`src/rtl/spi_file_mem_frontend.sv`:
```
// SPI mode-0 flash slave, oversampled on clock, turning READ/FAST_READ/PROGRAM
// commands into single-byte requests for the file-backed memory model.
//   state  | meaning
//   IDLE   | cs_n high; waits for select, clears counters
//   CMD    | shifting in the 8-bit opcode
//   ADDR   | shifting in the 24-bit address
//   DUMMY  | FAST_READ: 8 dummy sck cycles
//   RDATA  | streaming read bytes out on miso
//   WDATA  | collecting write bytes
//   IGNORE | unknown opcode; idle until deselect
module spi_file_mem_frontend #(
    parameter int ADDR_BITS = 24,
    parameter int DATA_BITS = 8
) (
    input  logic                 clock,
    input  logic                 reset,
    input  logic                 spi_sck,
    input  logic                 spi_cs_n,
    input  logic                 spi_mosi,
    output logic                 spi_miso,
    output logic                 spi_miso_oe,
    output logic                 mem_req_valid,
    output logic [ADDR_BITS-1:0] mem_req_addr,
    output logic [DATA_BITS-1:0] mem_req_data,
    output logic                 mem_req_r_wb,
    input  logic [DATA_BITS-1:0] mem_resp_data
);

    if (DATA_BITS != 8) begin : g_data_chk
        $error("spi_file_mem_frontend: DATA_BITS must be 8");
    end
    if (ADDR_BITS < 8 || ADDR_BITS > 32) begin : g_addr_chk
        $error("spi_file_mem_frontend: ADDR_BITS must be in 8..32");
    end

    localparam logic [2:0] S_IDLE   = 3'd0;
    localparam logic [2:0] S_CMD    = 3'd1;
    localparam logic [2:0] S_ADDR   = 3'd2;
    localparam logic [2:0] S_DUMMY  = 3'd3;
    localparam logic [2:0] S_RDATA  = 3'd4;
    localparam logic [2:0] S_WDATA  = 3'd5;
    localparam logic [2:0] S_IGNORE = 3'd6;

    logic [1:0] sck_sync, cs_sync, mosi_sync;
    logic       sck_prev;
    logic       sck_rise, sck_fall, cs_high, mosi_s;

    always_ff @(posedge clock or negedge reset) begin
        if (!reset) begin
            sck_sync  <= 2'b00;
            cs_sync   <= 2'b11;
            mosi_sync <= 2'b00;
            sck_prev  <= 1'b0;
        end else begin
            sck_sync  <= {sck_sync[0], spi_sck};
            cs_sync   <= {cs_sync[0], spi_cs_n};
            mosi_sync <= {mosi_sync[0], spi_mosi};
            sck_prev  <= sck_sync[1];
        end
    end

    assign sck_rise = sck_sync[1] & ~sck_prev;
    assign sck_fall = ~sck_sync[1] & sck_prev;
    assign cs_high  = cs_sync[1];
    assign mosi_s   = mosi_sync[1];

    logic [2:0]           state_q, after_q;
    logic [4:0]           bitcnt_q;
    logic [DATA_BITS-1:0] sr_q, shift_q, next_q;
    logic [ADDR_BITS-1:0] addr_q;
    logic                 resp_due_q, first_q, load_next_q;

    logic [DATA_BITS-1:0] sr_nxt;
    logic [ADDR_BITS-1:0] addr_shift, addr_inc;

    assign sr_nxt     = {sr_q[DATA_BITS-2:0], mosi_s};
    assign addr_shift = {addr_q[ADDR_BITS-2:0], mosi_s};
    assign addr_inc   = addr_q + ADDR_BITS'(1);

    always_ff @(posedge clock or negedge reset) begin
        if (!reset) begin
            state_q       <= S_IDLE;
            after_q       <= S_IGNORE;
            bitcnt_q      <= '0;
            sr_q          <= '0;
            shift_q       <= '0;
            next_q        <= '0;
            addr_q        <= '0;
            resp_due_q    <= 1'b0;
            first_q       <= 1'b0;
            load_next_q   <= 1'b0;
            spi_miso      <= 1'b0;
            spi_miso_oe   <= 1'b0;
            mem_req_valid <= 1'b0;
            mem_req_addr  <= '0;
            mem_req_data  <= '0;
            mem_req_r_wb  <= 1'b1;
        end else begin
            mem_req_valid <= 1'b0;
            mem_req_r_wb  <= 1'b1;
            resp_due_q    <= mem_req_valid & mem_req_r_wb;
            load_next_q   <= 1'b0;
            // Deselect overrides everything, including an sck edge seen the same cycle.
            if (cs_high) begin
                state_q     <= S_IDLE;
                spi_miso_oe <= 1'b0;
                resp_due_q  <= 1'b0;
            end else begin
                if (resp_due_q && state_q == S_RDATA) begin
                    if (first_q) begin
                        shift_q <= mem_resp_data;
                    end else begin
                        next_q      <= mem_resp_data;
                        load_next_q <= 1'b1;
                    end
                    first_q <= 1'b0;
                end
                if (load_next_q) shift_q <= next_q;

                case (state_q)
                    S_IDLE: begin
                        state_q  <= S_CMD;
                        bitcnt_q <= '0;
                        addr_q   <= '0;
                    end
                    S_CMD: if (sck_rise) begin
                        sr_q     <= sr_nxt;
                        bitcnt_q <= bitcnt_q + 5'd1;
                        if (bitcnt_q == 5'd7) begin
                            bitcnt_q <= '0;
                            state_q  <= S_ADDR;
                            case (sr_nxt)
                                8'h03:   after_q <= S_RDATA;
                                8'h0B:   after_q <= S_DUMMY;
                                8'h02:   after_q <= S_WDATA;
                                default: state_q <= S_IGNORE;
                            endcase
                        end
                    end
                    S_ADDR: if (sck_rise) begin
                        addr_q   <= addr_shift;
                        bitcnt_q <= bitcnt_q + 5'd1;
                        if (bitcnt_q == 5'd23) begin
                            bitcnt_q <= '0;
                            state_q  <= after_q;
                            if (after_q == S_RDATA) begin
                                mem_req_valid <= 1'b1;
                                mem_req_addr  <= addr_shift;
                                first_q       <= 1'b1;
                            end
                        end
                    end
                    S_DUMMY: if (sck_rise) begin
                        bitcnt_q <= bitcnt_q + 5'd1;
                        if (bitcnt_q == 5'd7) begin
                            bitcnt_q      <= '0;
                            state_q       <= S_RDATA;
                            mem_req_valid <= 1'b1;
                            mem_req_addr  <= addr_q;
                            first_q       <= 1'b1;
                        end
                    end
                    S_RDATA: if (sck_fall) begin
                        spi_miso    <= shift_q[3'd7 - bitcnt_q[2:0]];
                        spi_miso_oe <= 1'b1;
                        bitcnt_q    <= bitcnt_q + 5'd1;
                        // Last bit of the byte is out: prefetch the next address.
                        if (bitcnt_q[2:0] == 3'd7) begin
                            bitcnt_q      <= '0;
                            addr_q        <= addr_inc;
                            mem_req_valid <= 1'b1;
                            mem_req_addr  <= addr_inc;
                        end
                    end
                    S_WDATA: if (sck_rise) begin
                        sr_q     <= sr_nxt;
                        bitcnt_q <= bitcnt_q + 5'd1;
                        if (bitcnt_q == 5'd7) begin
                            bitcnt_q      <= '0;
                            mem_req_valid <= 1'b1;
                            mem_req_r_wb  <= 1'b0;
                            mem_req_addr  <= addr_q;
                            mem_req_data  <= sr_nxt;
                            addr_q        <= addr_inc;
                        end
                    end
                    default: ;
                endcase
            end
        end
    end

endmodule

```
`config.mk`:
```
export PLATFORM = sky130hd
export DESIGN_NAME = spi_file_mem_frontend
export DESIGN_NICKNAME = d
export VERILOG_FILES = /design/src/rtl/spi_file_mem_frontend.sv
export SDC_FILE = /design/constraint.sdc
export NUM_CORES = 1
export LEC_CHECK = 0
export CORE_MARGIN = 1.5
export CORE_UTILIZATION = 60
export DETAILED_ROUTE_END_ITERATION = 10
export MAX_ROUTING_LAYER = met4
export PLACE_DENSITY = 0.84
export SYNTH_ARGS = -nofsm -noshare
export SYNTH_HDL_FRONTEND = slang
export SYNTH_SLANG_ARGS = --single-unit
```
`constraint.sdc`:
```
create_clock -name clock -period 4.4 [get_ports clock]
set_input_delay 0.88 -clock clock [delete_from_list [all_inputs] [get_ports clock]]
set_output_delay 0.88 -clock clock [all_outputs]
set_load 0.02 [all_outputs]
```
**Word-level counts from Yosys, hierarchy flattened**

Cells that the tools add are included.

- Bits in registers: 104
- Output and inout port bits: 36

- Add/sub/neg operators: 3
- Magnitude comparators: 1
- Equality and inequality tests: 28
- Muxes and demuxes: 61
- Bitwise logic cells: 7
- Reduce and logical (&&, ||, !) cells: 26

Operators by type and width:

| kind | count |
|---|---|
| $mux 24 | 10 |
| $pmux 24 s4 | 1 |
| $pmux 24 s3 | 1 |
| $mux 5 | 6 |
| $mux 1 | 26 |
| $add 24x1->24 const B | 1 |
| $mux 3 | 8 |
| $mux 8 | 3 |
| $pmux 5 s4 | 1 |
| $ne 3x3->1 const B | 6 |
| $eq 8x2->1 const B | 2 |
| $reduce_and 7->1 | 2 |
| $eq 3x3->1 const B | 4 |
| $ne 2x2->1 const B | 6 |
| $pmux 3 s4 | 1 |
| $reduce_and 3->1 | 4 |
| $reduce_and 5->1 | 2 |
| $pmux 3 s3 | 1 |
| $reduce_and 9->1 | 1 |
| $eq 8x4->1 const B | 1 |
| $ne 2x1->1 const B | 4 |
| $reduce_bool 2->1 | 4 |
| $reduce_bool 4->1 | 2 |
| $eq 3x2->1 const B | 2 |
| 19 further kinds | 27 |

**Depth between registers and ports, before layout**

Gate-level depths: netlist of the first run.

- Depth after elaboration: 7
- Depth in mapped cells: 9

**Least setup slack after synthesis of the first run**

OpenSTA, ideal clock, no wires.

- Kind: register to register
- Start: register addr_q[0]
- End: register mem_req_addr[20]
- Setup time: 0.084 ns
- Data arrival time: 2.018 ns
- Required time: 4.316 ns
- Path slack: 2.298 ns
- Cell stages (with the launch flop): 8
- Cell sequence: dfrtp_1 ha_1 clkbuf_2 and4_1 clkbuf_1 nand4_1 or4_1 a41oi_2

- Longest elaborated chain between the ends: 4

Ends and longest elaborated chain:

| element | RTL line | source |
|---|---|---|
| from (decl) | 70 | `logic [ADDR_BITS-1:0] addr_q;` |
| from (signal assigned) | 141 | `addr_q <= addr_shift;` |
| from (signal assigned) | 170 | `addr_q <= addr_inc;` |
| from (signal assigned) | 184 | `addr_q <= addr_inc;` |
| $add 24x1->24 | 78 | `assign addr_inc = addr_q + ADDR_BITS'(1);` |
| $mux 24 | 168 | `if (bitcnt_q[2:0] == 3'd7) begin` |
| $mux 24 | 163 | `S_RDATA: if (sck_fall) begin` |
| $pmux 24 s3 | 120 | `case (state_q)` |
| to (signal assigned) | 159 | `mem_req_addr <= addr_q;` |
| to (signal assigned) | 172 | `mem_req_addr <= addr_inc;` |
| to (signal assigned) | 182 | `mem_req_addr <= addr_q;` |
| to (decl) | 23 | `output logic [ADDR_BITS-1:0] mem_req_addr,` |

Every way passes these cells. The select of a mux whose other input is x is not followed.
A chain may end at the register's enable or synchronous reset.

**Final worst setup path of the first run**

- Start: register state_q[1]
- End: register mem_req_addr[3]

- Longest elaborated chain between the ends: 4
- Elaborated cells between the ends (all ways): 15

Ends and longest elaborated chain:

| element | RTL line | source |
|---|---|---|
| from (decl) | 67 | `logic [2:0] state_q, after_q;` |
| from (signal assigned) | 145 | `state_q <= after_q;` |
| $eq 3x3->1 / $eq 3x2->1 (equally long branches) | 120 |  |
| $reduce_or 2->1 (no line) | -- |  |
| $ne 2x1->1 (no line) / $reduce_bool 3->1 (equally long branches) | -- |  |
| $reduce_and 9->1 (no line) | -- |  |
| to (signal assigned) | 148 | `mem_req_addr <= addr_shift;` |
| to (signal assigned) | 159 |  |
| to (signal assigned) | 172 |  |

Parallel ways exist; a longest one is shown, timed or not.

==> flow_metrics.py, run 1 <==
metrics = {
    "yosys": {
        "yosys-top-cells-area": "dfrtp_1 41%, o21ai_0 4.8%, nand2_1 4.3%",
        "synthDominantCellAreaShare_pct": 41.2,
        "synthesis.area_sq_um": 6020,
        "avgSynthCellArea_sq_um": 9.11,
        "synthDistinctLibCells": 77,
        "mux_cell_area_share_after_synthesis_pct": 6.09,
        "dominantRegCellSynth": "dfrtp_1",
        "postSynthNetCount": 677,
        "post_synth_top_cells": "99 x dfrtp_1, 69 x nand2_1, 58 x o21ai_0",
        "share_of_flip_flops_with_an_asynchronous_set_or_reset_after_synthesis_pct": 100,
        "synth_largest_area_cell": "dfrtp_1",
        "synth.most_common_cell": "dfrtp_1",
        "synth.yosys.seq_area_share_pct": 43.3,
        "postSynthRegisterBits": 104,
        "synth_top_family_by_area": "compound AO/OA/AOI/OAI gates",
        "post_synth_inst_count": 661,
        "synth_compound_gate_area_share_pct": 24.0,
        "yosysWarningCount": 0,
        "synth_adder_area_share_pct": 0.624,
        "yosys.area_share.simple_pct": 19.8,
        "parity_gate_share_of_the_synthesized_area_counting_xor_and_xnor_cells_pct": 0.291,
        "synth_edf_count": 0,
    },
    "global_routing": {
        "gr-total-overflow": 0,
        "vias_in_the_first_global_route": 4985,
        "total_global_routing_track_utilization_pct": 31.2,
        "grt_start_max_net_pins": 46,
        "grt_antenna_before_repair": 0,
        "global_route_wire_length_before_repair_um": 24700,
    },
    "run_status": {
        "run_status": "complete, no violations",
    },
    "power": {
        "power.share.clock_pct": 26.1,
        "vdd.ir_drop.worst_uv": 247,
        "power-per-cell-area_nw_per_um2": 342,
        "combinationalPowerShare_pct": 25.0,
        "internal_power_mw": 1.43,
        "power_leakage_nw": 2.61,
        "switching_power_mw": 0.831,
        "swShare_pct": 36.8,
        "seq_power_share_pct": 48.9,
    },
    "worst_setup_path": {
        "worstPathBufferInverterCount": 2,
        "crit_fanout": 39,
        "setup.worst_path.class": "reg2reg",
        "timing.critical_path.arrival_ns": 3.39,
        "cp-startpoint": "state_q[1]",
        "crit_path_cell_trace": "or3b_1 -> nor4_4 -> o31ai_4 -> buf_4 -> inv_2 -> mux2_2",
        "worst_path_largest_cell_delay_ns": 1.13,
        "cpLargestDelayFamily": "flip-flops",
        "crit_path_end_kind": "flop",
        "critPathSlowestCell": "dfrtp_1",
        "cp_data_required_time_ns": 4.69,
        "worst_setup_path_start_kind": "flop",
        "crit-reg2reg-launch": "state_q[1]",
    },
    "route": {
        "vias_per_cell": 6.67,
        "drt_pre_antenna_iters": 5,
        "route.vias.total": 5339,
        "ant_nets": 0,
        "wl_per_cell_um": 18.8,
        "finalWirelength_um": 15100,
        "initialDrtViolationCount": 509,
        "detailed_route_drc_error_count": 0,
    },
    "clock_tree": {
        "cts_hold_repair.buffers": 0,
        "tritoncts_num_sinks": 104,
        "cts_repair_resize_count": 0,
        "clock_tree_from_tritoncts": "done",
        "clock_latency_at_the_later_pin_of_the_worst_skew_pair_ns": 0.39,
        "clock_pin_transition_on_the_worst_setup_and_hold_timing_paths_ns": 0.11,
        "post_cts.repair.setup_buffers": 0,
        "max-clock-path-buffers": 2,
        "cts-buffers-inserted": 9,
        "clock_tree.htree_level_count": 3,
        "clk_root_buffer_cell": "clkbuf_8",
    },
    "hold_path": {
        "timing.hold.worst.start": "mosi_sync[0]",
        "holdCritPathClass": "reg2reg",
    },
    "finish": {
        "antenna_cells_inserted": 0,
        "layout.filler_cells": 760,
        "stdcell_count": 801,
        "fin_nets": 679,
        "finish.utilization_pct": 67.6,
        "area_delta_synth_final_pct": 9.75,
        "share_of_layout_cells_above_drive_strength_1_pct": 10.8,
    },
    "timing": {
        "skew_ns": 0.0191,
        "timing.slew.headroom_pct": 22.7,
        "final_period_minus_worst_setup_slack_ns": 3.10,
        "tightest_slew_ns": 1.16,
        "timing.setup.tns_ns": 0,
        "finalSetupViolCount": 0,
        "grt_setup_unrepaired": "no",
        "fmaxAchievable_mhz": 323,
        "hold_viol_final": 0,
        "report.final.slew_viol_count": 0,
        "period_utilisation_layout_pct": 70.4,
    },
    "place": {
        "dp.final_hpwl_um": 10200,
        "port_buffers": 48,
        "global_placer_s_final_weighted_congestion": 0.955,
        "place_inst": 785,
    },
    "floorplan": {
        "initial_core_util_pct": 61.6,
        "i_o_pin_count": 49,
        "die_h_um": 103,
        "chipWidth_um": 103,
        "die-area_sq_um": 10600,
        "row_count": 36,
        "design.core.area_sq_um": 9770,
    },
    "run": {
        "cap_violations": 0,
    },
}
==> stage by stage <==
stage               worst slack [ns]  hold slack, ns  area, sq um  power (mW)
CTS                             1.36           0.361         6610        2.25
global placement                1.48           0.332         6420        1.65
finish                          1.30           0.357         6610        2.26
global route                    1.13           0.369         6610        2.37
detailed placement              1.37           0.336         6420        1.67
floorplan                       2.30           0.331         6020        1.52
==> path summary, 6_finish.rpt <==
path,endpoint,depth (start not counted),slack (ns)
hold / removal,mosi_sync[1],0,0.36
max in group asynchronous,cs_sync[1],2,3.12
setup / recovery,mem_req_addr[3],6,1.30
setup reg to reg,mem_req_addr[3],6,1.30
min in group asynchronous,addr_q[2],1,0.38
hold reg to reg,mosi_sync[1],0,0.36
==> registers in the layout, indices dropped and copies added, names as in the netlist, 3 cells and up <==
signal	flops
addr_q	24
after_q	3
bitcnt_q	5
mem_req_addr	24
mem_req_data	8
next_q	8
shift_q	8
sr_q	7
state_q	3
==> placed cells by master, fill, tap and decap left out, types with 11 or more instances in the layout <==
| master | instances |
|---|---|
| dfrtp_1 | 99 |
| nand2_1 | 69 |
| o21ai_0 | 58 |
| nor2_1 | 48 |
| clkdlybuf4s50_1 | 47 |
| a21oi_1 | 44 |
| nor3_1 | 19 |
| mux2_2 | 17 |
| nand3_1 | 16 |
| mux2i_1 | 13 |
| nor4_1 | 12 |
| o22ai_1 | 11 |
| a211oi_1 | 11 |
==> cells by family after synthesis <==
| kind of cell | count (synthesis) |
|---|---|
| muxes | 32 |
| adders and majority gates | 3 |
| and+or+nand+nor | 231 |
| AOI/OAI and AO/OA | 213 |
| xor gates and xnor gates | 2 |
| DFF | 104 |
| buffers and inverters | 76 |
==> power groups by stage <==
stage | logic [mW] | registers (mW) | clock network, mW
6_report | 0.564 | 1.10 | 0.589
2_1_floorplan | 0.437 | 1.08 | 0
3_5_place_dp | 0.551 | 1.12 | 0
4_1_cts | 0.554 | 1.10 | 0.594
5_1_grt | 0.622 | 1.12 | 0.629
3_3_place_gp | 0.535 | 1.11 | 0
==> metal layers <==
| layer | up-vias | wire [um] | track usage, % | share of wire, % |
|---|---|---|---|---|
| met5 | - | 0 | - | 0 |
| met3 | 37 | 966 | 6.44 | 6.4 |
| met4 | 0 | 391 | 11.3 | 2.6 |
| met2 | 232 | 7250 | 48.6 | 48 |
| met1 | 2608 | 6490 | 40.7 | 43 |
| li1 | 2462 | - | - | - |
==> area by class of cell <==
class,count,area [sq um],share of cell area [%]
timing repair buffer,55,531,8.03
sequential,104,2610,39.5
clock inverter,6,50.0,0.758
clock buffer,10,138,2.08
multi-input combinational,481,3070,46.4
inverter,12,45.0,0.682
tap,133,166,2.52
Power figures use the tool's default switching activity.
==> inputs of run 2 (changes only) <==
Settings changed: CORE_UTILIZATION 60 to 59, PLACE_DENSITY 0.84 to 0.83.
Clock period 4.4 ns to 3.1 ns, I/O delays scaled along.
==> flow_metrics.py, run 2 (same netlist as run 1, synthesis figures left out) <==
metrics = {
    "global_routing": {
        "vias_in_the_first_global_route": 5268,
        "global_route_wire_length_before_repair_um": 26800,
        "grt_antenna_before_repair": 0,
        "total_global_routing_track_utilization_pct": 31.7,
        "grt_start_max_net_pins": 43,
        "gr-total-overflow": 0,
    },
    "worst_setup_path": {
        "crit_path_end_kind": "flop",
        "critPathSlowestCell": "dfrtp_1",
        "worst_path_largest_cell_delay_ns": 0.60,
        "reg2reg_depth": 6,
        "cpLargestDelayFamily": "simple AND/OR/NAND/NOR gates",
        "crit-reg2reg-launch": "addr_q[7]",
        "cp-startpoint": "addr_q[7]",
        "cp_data_required_time_ns": 3.38,
        "setup.reg_to_reg.worst_slack_ns": 0.52,
        "critical_path_depth": 6,
        "worstPathBufferInverterCount": 1,
        "worst_setup_path_start_kind": "flop",
        "crit_path_cell_trace": "nand4_1 -> buf_4 -> or3_1 -> nor3_1 -> a211oi_1 -> o41ai_2",
        "setup.worst_path.class": "reg2reg",
        "crit_fanout": 13,
        "timing.critical_path.arrival_ns": 2.86,
    },
    "clock_tree": {
        "clock_tree.htree_level_count": 3,
        "cts_hold_repair.buffers": 0,
        "post_cts.repair.setup_buffers": 0,
        "clock_pin_transition_on_the_worst_setup_and_hold_timing_paths_ns": 0.10,
        "cts-buffers-inserted": 9,
        "max-clock-path-buffers": 2,
        "clk_root_buffer_cell": "clkbuf_8",
        "clock_tree_from_tritoncts": "done",
        "clock_latency_at_the_later_pin_of_the_worst_skew_pair_ns": 0.39,
        "cts_repair_resize_count": 0,
        "tritoncts_num_sinks": 104,
    },
    "power": {
        "vdd.ir_drop.worst_uv": 413,
        "swShare_pct": 35.5,
        "report.power.total_mw": 3.31,
        "combinationalPowerShare_pct": 25.5,
        "seq_power_share_pct": 47.6,
        "switching_power_mw": 1.18,
        "power.share.clock_pct": 27.0,
        "internal_power_mw": 2.13,
        "power_leakage_nw": 2.71,
        "power-per-cell-area_nw_per_um2": 489,
    },
    "finish": {
        "biggestRegsByFlops": "addr_q x24, mem_req_addr x24",
        "area_delta_synth_final_pct": 12.5,
        "layout.cells.most_common": "dfrtp_1",
        "fin_nets": 695,
        "multi_input_area_sq_um": 3070,
        "final_design_area_no_fill_sq_um": 6770,
        "layout.cells.most_common_list": "99 x dfrtp_1, 69 x nand2_1, 58 x o21ai_0",
        "seq_area_sq_um": 2610,
        "antenna_cells_inserted": 0,
        "layout.filler_cells": 805,
        "share_of_layout_cells_above_drive_strength_1_pct": 12.7,
    },
    "route": {
        "wl_per_cell_um": 19.6,
        "finalWirelength_um": 16000,
        "drt_pre_antenna_iters": 6,
        "initialDrtViolationCount": 383,
        "ant_nets": 0,
        "route.vias.total": 5410,
        "detailed_route_drc_error_count": 0,
        "vias_per_cell": 6.62,
    },
    "run_status": {
        "run_status": "complete, no violations",
    },
    "timing": {
        "finalSetupViolCount": 0,
        "tightest_slew_ns": 0.845,
        "timing.setup.tns_ns": 0,
        "period_utilisation_layout_pct": 83.1,
        "grt_setup_unrepaired": "no",
        "fmaxAchievable_mhz": 388,
        "report.final.slew_viol_count": 0,
        "hold_viol_final": 0,
        "holdWs_ns": 0.221,
        "skew_ns": 0.0151,
        "timing.slew.headroom_pct": 43.0,
        "final_period_minus_worst_setup_slack_ns": 2.58,
        "minimum_setup_slack_in_the_final_design_ns": 0.524,
    },
    "floorplan": {
        "die_h_um": 104,
        "design.core.area_sq_um": 9820,
        "row_count": 36,
        "chipWidth_um": 104,
        "die-area_sq_um": 10800,
        "initial_core_util_pct": 61.3,
        "i_o_pin_count": 49,
    },
    "run": {
        "cap_violations": 0,
    },
    "place": {
        "detailed_place.area_sq_um": 6560,
        "global_placer_s_final_weighted_congestion": 0.956,
        "port_buffers": 48,
        "dp.final_hpwl_um": 10800,
        "pre_cts_slack_ns": 0.590,
    },
    "hold_path": {
        "holdCritPathClass": "in2async",
    },
}
[run 2: final cells by class]
class                           count  area share, %
Multi-Input combinational cell    481           45.3
Sequential cell                   104           38.5
Timing Repair Buffer               71           9.98
Clock inverter                      5          0.961
Inverter                           12          0.665
Clock buffer                       11           2.09
Tap cell                          133           2.46
[run 2: routing by layer]
metal	vias to the layer above	track usage, %	share of wire, %
li1	2489	-	-
met1	2611	41.1	41
met2	272	49.7	48
met3	38	6.70	8.6
met4	0	11.1	2.5
met5	-	-	0
[run 2: worst paths after layout]
| kind | end |
|---|---|
| worst max-delay path | mem_req_addr[15] |
| worst min-delay path | addr_q[8] |
| worst max register to register | mem_req_addr[15] |
| worst min register to register | mosi_sync[1] |
| max in group asynchronous | after_q[2] |
| min in group clock | mosi_sync[1] |
[run 2: metrics by stage]
| step | util, % | instances |
|---|---|---|
| after floorplan | - | 661 |
| after global placement | 66.8 | 801 |
| after detailed placement | 66.8 | 801 |
| after CTS | 68.9 | 817 |
| after global routing | 68.9 | 817 |
| final | 68.9 | 817 |
[run 2: power groups by stage]
| stage | Combinational (mW) | Sequential (mW) | Clock, mW |
|---|---|---|---|
| after floorplan | 0.620 | 1.53 | 0 |
| after global placement | 0.800 | 1.59 | 0 |
| after detailed placement | 0.822 | 1.60 | 0 |
| after CTS | 0.827 | 1.57 | 0.902 |
| after global routing | 0.918 | 1.59 | 0.956 |
| final | 0.843 | 1.57 | 0.892 |
